File: config.mk
export PLATFORM = sky130hd
export DESIGN_NAME = bit_serial_alu_seq
export DESIGN_NICKNAME = d
export VERILOG_FILES = /design/src/rtl/bit_serial_alu_seq.sv
export SDC_FILE = /design/constraint.sdc
export NUM_CORES = 1
export LEC_CHECK = 0
export ABC_AREA = 1
export CAP_MARGIN = 20
export CORE_MARGIN = 8
export CORE_UTILIZATION = 46
export DETAILED_ROUTE_END_ITERATION = 12
export PLACE_DENSITY_LB_ADDON = 0.12
export SLEW_MARGIN = 20
export SYNTH_ARGS = -nofsm -noshare
export SYNTH_HDL_FRONTEND = slang
export SYNTH_SLANG_ARGS = --single-unit
File: constraint.sdc
create_clock -name clk -period 1.7 [get_ports clk]
set_input_delay 0.17 -clock clk [delete_from_list [all_inputs] [get_ports clk]]
set_output_delay 0.17 -clock clk [all_outputs]
set_load 0.1 [all_outputs]
File: src/rtl/bit_serial_alu_seq.sv
// Bit-serial ALU sequencer: runs one full-adder/logic slice LSB-first over WIDTH
// clocks and returns result, carry/borrow, signed-overflow and zero flags.
module bit_serial_alu_seq #(
  parameter int unsigned WIDTH = 16
) (
  input  logic             clk,
  input  logic             reset,
  input  logic             start,
  input  logic [1:0]       op,
  input  logic [WIDTH-1:0] a,
  input  logic [WIDTH-1:0] b,
  output logic             busy,
  output logic             done,
  output logic [WIDTH-1:0] result,
  output logic             carryout,
  output logic             overflow,
  output logic             zero
);

  localparam int unsigned CNT_W = $clog2(WIDTH + 1);
  localparam logic [1:0] OP_ADD = 2'b00;
  localparam logic [1:0] OP_SUB = 2'b01;
  localparam logic [1:0] OP_AND = 2'b10;
  localparam logic [1:0] OP_XOR = 2'b11;

  typedef enum logic [1:0] {IDLE, RUN, DONE} state_t;

  state_t           state;
  logic [WIDTH-1:0] a_sr;
  logic [WIDTH-1:0] b_sr;
  logic [WIDTH-2:0] res_sr;
  logic [1:0]       op_q;
  logic [CNT_W-1:0] cnt;
  logic             carry;

  logic             arith_c;
  logic             b_in_c;
  logic             sum_c;
  logic             cout_c;
  logic             slice_out_c;
  logic [WIDTH-1:0] res_next_c;

  // 1-bit ALU slice; SUB inverts B and starts with carry = 1
  always_comb begin
    arith_c     = ~op_q[1];
    b_in_c      = b_sr[0] ^ (op_q == OP_SUB);
    sum_c       = a_sr[0] ^ b_in_c ^ carry;
    cout_c      = (a_sr[0] & b_in_c) | (carry & (a_sr[0] ^ b_in_c));
    slice_out_c = sum_c;
    case (op_q)
      OP_ADD, OP_SUB: slice_out_c = sum_c;
      OP_AND:         slice_out_c = a_sr[0] & b_sr[0];
      OP_XOR:         slice_out_c = a_sr[0] ^ b_sr[0];
    endcase
    // res_sr only keeps the upper WIDTH-1 bits; the full word exists on the last step
    res_next_c = {slice_out_c, res_sr};
  end

  always_ff @(posedge clk) begin
    if (reset) begin
      state    <= IDLE;
      a_sr     <= '0;
      b_sr     <= '0;
      res_sr   <= '0;
      op_q     <= OP_ADD;
      cnt      <= '0;
      carry    <= 1'b0;
      busy     <= 1'b0;
      done     <= 1'b0;
      result   <= '0;
      carryout <= 1'b0;
      overflow <= 1'b0;
      zero     <= 1'b0;
    end else begin
      case (state)
        IDLE: begin
          done <= 1'b0;
          if (start) begin
            a_sr  <= a;
            b_sr  <= b;
            op_q  <= op;
            cnt   <= '0;
            carry <= (op == OP_SUB);
            busy  <= 1'b1;
            state <= RUN;
          end
        end
        RUN: begin
          a_sr   <= a_sr >> 1;
          b_sr   <= b_sr >> 1;
          res_sr <= res_next_c[WIDTH-1:1];
          carry  <= arith_c & cout_c;
          cnt    <= cnt + CNT_W'(1);
          // MSB step: carry register is the carry into the MSB
          if (cnt == CNT_W'(WIDTH - 1)) begin
            state    <= DONE;
            busy     <= 1'b0;
            done     <= 1'b1;
            result   <= res_next_c;
            carryout <= arith_c & cout_c;
            overflow <= arith_c & (carry ^ cout_c);
            zero     <= (res_next_c == '0);
          end
        end
        DONE: begin
          done  <= 1'b0;
          state <= IDLE;
        end
        default: begin
          busy  <= 1'b0;
          done  <= 1'b0;
          state <= IDLE;
        end
      endcase
    end
  end

endmodule

==> results list <==
* Register area share after synthesis: 50.5%
* Cell count after synthesis: 388
* Number of flip-flops and latches in the synthesized netlist: 78
* Crit path max fanout: 3
* Final RePlAce weighted congestion: 0.763
* Max-cap violations: 0
- Derived from the worst setup path, the maximum achievable clock frequency is 618 MHz.
* Clock tree from TritonCTS: yes
- After layout, the minimum clock period comes to 1620 ps.
- After detailed routing, the average wire length per cell comes to 13.4 µm.
* Half-perimeter wire length after detailed placement: 4760 µm
* Post-detailed-route count of antenna-violating nets: 0
- Data arrival time at the worst-slack endpoint: 1900 ps
- At the worst endpoint, the required time is 1980 ps.
* Cell with the biggest individual delay on the critical path: sky130_fd_sc_hd__fa_1
* Number of vias per cell: 5.04
* Clock Path Buffers: 2
- For this configuration, the core starts out at a cell density of 46.5%.
* Actual transition at the worst max-transition pin: 339 ps
- Cell total after placement: 514
- During I/O placement, the number of pins put on the boundary was 58.
- Cell row count: 30
- Type of the tightest min-delay check: in -> reg
* Sum of met3 wire segment lengths after detailed routing: 354 µm
* Area taken by multi-input logic gates: 0.00131 mm²
* Setup TNS after final layout: 0 ps
* Share of the clock period used by the worst path: 95.3%
- Global-route total usage across every layer: 15.0%
- Setup repair after global routing left no endpoint under its margin.
* Number of standard cells in the final layout excluding fillers: 532
- Setup WS post-layout: 80.7 ps
- Area of the placeable core: 0.00664 mm²
* Final count of pins violating max slew: 0
* Chip Height: 98.0 µm
- In this run the power density over the cells is 961 mW/mm².
* Area occupied by registers: 0.00157 mm²
- On the worst path, the slowest cell contributes a delay of 430 ps.
* Total design power: 3.83 mW
- For this block, the initial DRC count from the detailed router was 94.
- Detail Route met2 WL: 3400 µm
- Result of the run: finished, final reports clean
* Clock transition at path regs: 80 ps
* Hold-critical path depth: 3
- Critical setup path kind: reg -> reg
- Measured along the x axis, the die boundary spans 98.0 µm.
- Headroom to the max-slew limit: 77.3%
* # port buffers: 57
- Kind of capture point of the worst setup path: flip-flop
* Total via count in the routed design: 2683
* Post-Place Worst Slack: -21.4 ps
* DRT Wirelength: 7120 µm
- After detailed placement, the total cell area comes to 0.00375 mm².
- In this run the mean area of a mapped cell was 7.96 µm².
* Number of antenna violations at the first check in global routing: 0
* Area grow syn2layout: 29.1%
- The critical path goes through inv_2, nand2_2, xor2_1, inv_1, fa_1, or2_4, nand2_4, nand4_1, a21oi_1.
- Of the cells placed in the final design, the portion with a size suffix greater than 1 is 15.5%.
* Die Area: 0.00959 mm²
- Number of fillers in the final layout: 611
- Worst Skew: 9.99 ps
- Once layout is done, the placed cells without fillers occupy 0.00399 mm².
- Netlist cell types: 27
- The number of antenna diodes in the final layout is 0.
- CTS Buf Count: 9
- For this run, the detailed router's first-pass iteration total came to 6.
- For the worst-skew pair, the clock arrives at the later sink with an insertion delay of 350 ps.
* Peak supply drop: 0.000434 V
- The detailed router put a total of 3270 µm of wire on met1.
- Post-Route Utilization: 60.0%
- The tree is rooted in a sky130_fd_sc_hd__clkbuf_8.
* Leakage power summed over all cells: 1.63 nW
* Area of the mapped netlist: 0.00309 mm²
* Net count of the mapped netlist: 429
- After detailed routing, no signal wire sits above met4.
- The first global-routing pass estimated 11800 µm of wire.
* Setup crit start kind: flip-flop
- Counting every sink on the clock net gives 78.
* Number of endpoints with negative hold slack in the final report: 0
- Vias in the first global route: 2529
- Total overflow reported by the global router: 0
- Entering global routing, the biggest net connects 57 pins.
- In the final design database the tool counted 488 nets.
- The Yosys step of the flow raised 0 warnings.
* Number of cells on the worst reg-to-reg path: 9
- Setup violations remaining at the end of the flow were counted as 0.
* Post-route DRC violation count: 0
- Hold timing on the final database bottoms out at a slack of 406 ps.
* Number of H-tree levels: 3
-- where the power goes --
| group | internal (mW) | leakage [nW] | switching (mW) | total (mW) |
|---|---|---|---|---|
| Combinational | 0.241 | 0.889 | 0.256 | 0.496 |
| Sequential | 1.94 | 0.642 | 0.0710 | 2.01 |
| Clock | 0.676 | 0.100 | 0.655 | 1.33 |
| Total | 2.85 | 1.63 | 0.982 | 3.83 |
-- synthesized netlist by cell type, drive strengths merged --
cell / instances / area share (%)
nor2: 99 / 12
o32ai: 1 / 0.28
nand2: 50 / 6.2
fa: 1 / 0.65
inv: 19 / 2.3
buf: 20 / 4.9
o221ai: 18 / 5.1
xor2: 1 / 0.28
nor3: 13 / 2.1
a211oi: 2 / 0.65
nand4: 1 / 0.20
clkbuf: 5 / 0.61
o211ai: 1 / 0.24
nand3: 4 / 0.81
or2: 2 / 0.40
o21ai: 39 / 6.3
a22oi: 1 / 0.24
dfxtp: 78 / 51
a21oi: 30 / 4.9
ha: 3 / 1.2
-- flip-flops by register name, indices dropped and copies added, names as in the netlist --
register	count
a_sr	16
b_sr	16
busy	1
carry	1
carryout	1
cnt	5
done	1
op_q	2
overflow	1
res_sr	15
result	16
state	2
zero	1
-- cell type report --
type / instances / share of cell area, %
Sequential cell: 78 / 39.3
Multi-Input combinational cell: 266 / 32.8
Timing Repair Buffer: 73 / 18.8
Clock buffer: 10 / 3.20
Tap cell: 80 / 2.51
Inverter: 19 / 1.85
Clock inverter: 6 / 1.57
-- worst max-delay path, delay by kind of cell (launching register included) --
kind | cells | cell delay [ps]
xor gates and xnor gates | 1 | 130
buffers and inverters | 2 | 100
AOI/OAI and AO/OA | 1 | 120
DFF | 1 | 340
and+or+nand+nor | 4 | 450
adders and majority gates | 1 | 430
-- timing repair --
action	4_1_cts	5_1_grt
gates resized for setup	3	10
pin swaps	2	2
gates cloned	0	0
setup buffers	1	1
hold buffers	0	0
endpoints found under the setup margin	1	19
-- cell usage in the layout, fill, tap and decap left out, drive strengths merged --
| master | Yosys | final |
|---|---|---|
| fa | 1 | 1 |
| buf | 20 | 37 |
| clkdlybuf4s50 | 0 | 36 |
| nor3 | 13 | 13 |
| nand4 | 1 | 1 |
| o211ai | 1 | 1 |
| nor2 | 99 | 99 |
| dfxtp | 78 | 78 |
| a22oi | 1 | 1 |
| a211oi | 2 | 2 |
| clkinv | 0 | 5 |
| nand2 | 50 | 50 |
| bufinv | 0 | 1 |
| inv | 19 | 19 |
| o21ai | 39 | 39 |
| o221ai | 18 | 18 |
| nand3 | 4 | 4 |
| a21oi | 30 | 30 |
| or2 | 2 | 2 |
| xor2 | 1 | 1 |
| clkbuf | 5 | 10 |
| o32ai | 1 | 1 |
| ha | 3 | 3 |
-- logic make-up (layout without fill, tap and decap cells) --
logic type	after synthesis	count (layout)	share of synthesized area, %
AND/OR/NAND/NOR	169	169	21.8
AO/OA/AOI/OAI	92	92	17.7
flip-flops	78	78	50.5
buffers and inverters	44	108	7.82
adder cells (fa/ha/maj)	4	4	1.86
XOR/XNOR	1	1	0.284
-- layer usage --
metal / GRT usage [%] / vias up
met5: 0 / -
met4: 6.12 / 0
met3: 4.84 / 8
met2: 24.8 / 44
met1: 17.5 / 1225
li1: - / 1406
-- final timing paths --
path | startpoint | endpoint | slack (ps)
setup reg to reg | op_q[1] | zero | 80
hold / removal | a[4] | a_sr[4] | 410
hold reg to reg | cnt[0] | cnt[0] | 450
setup / recovery | op_q[1] | zero | 80
No activity file was read; power rests on OpenSTA's default activity.
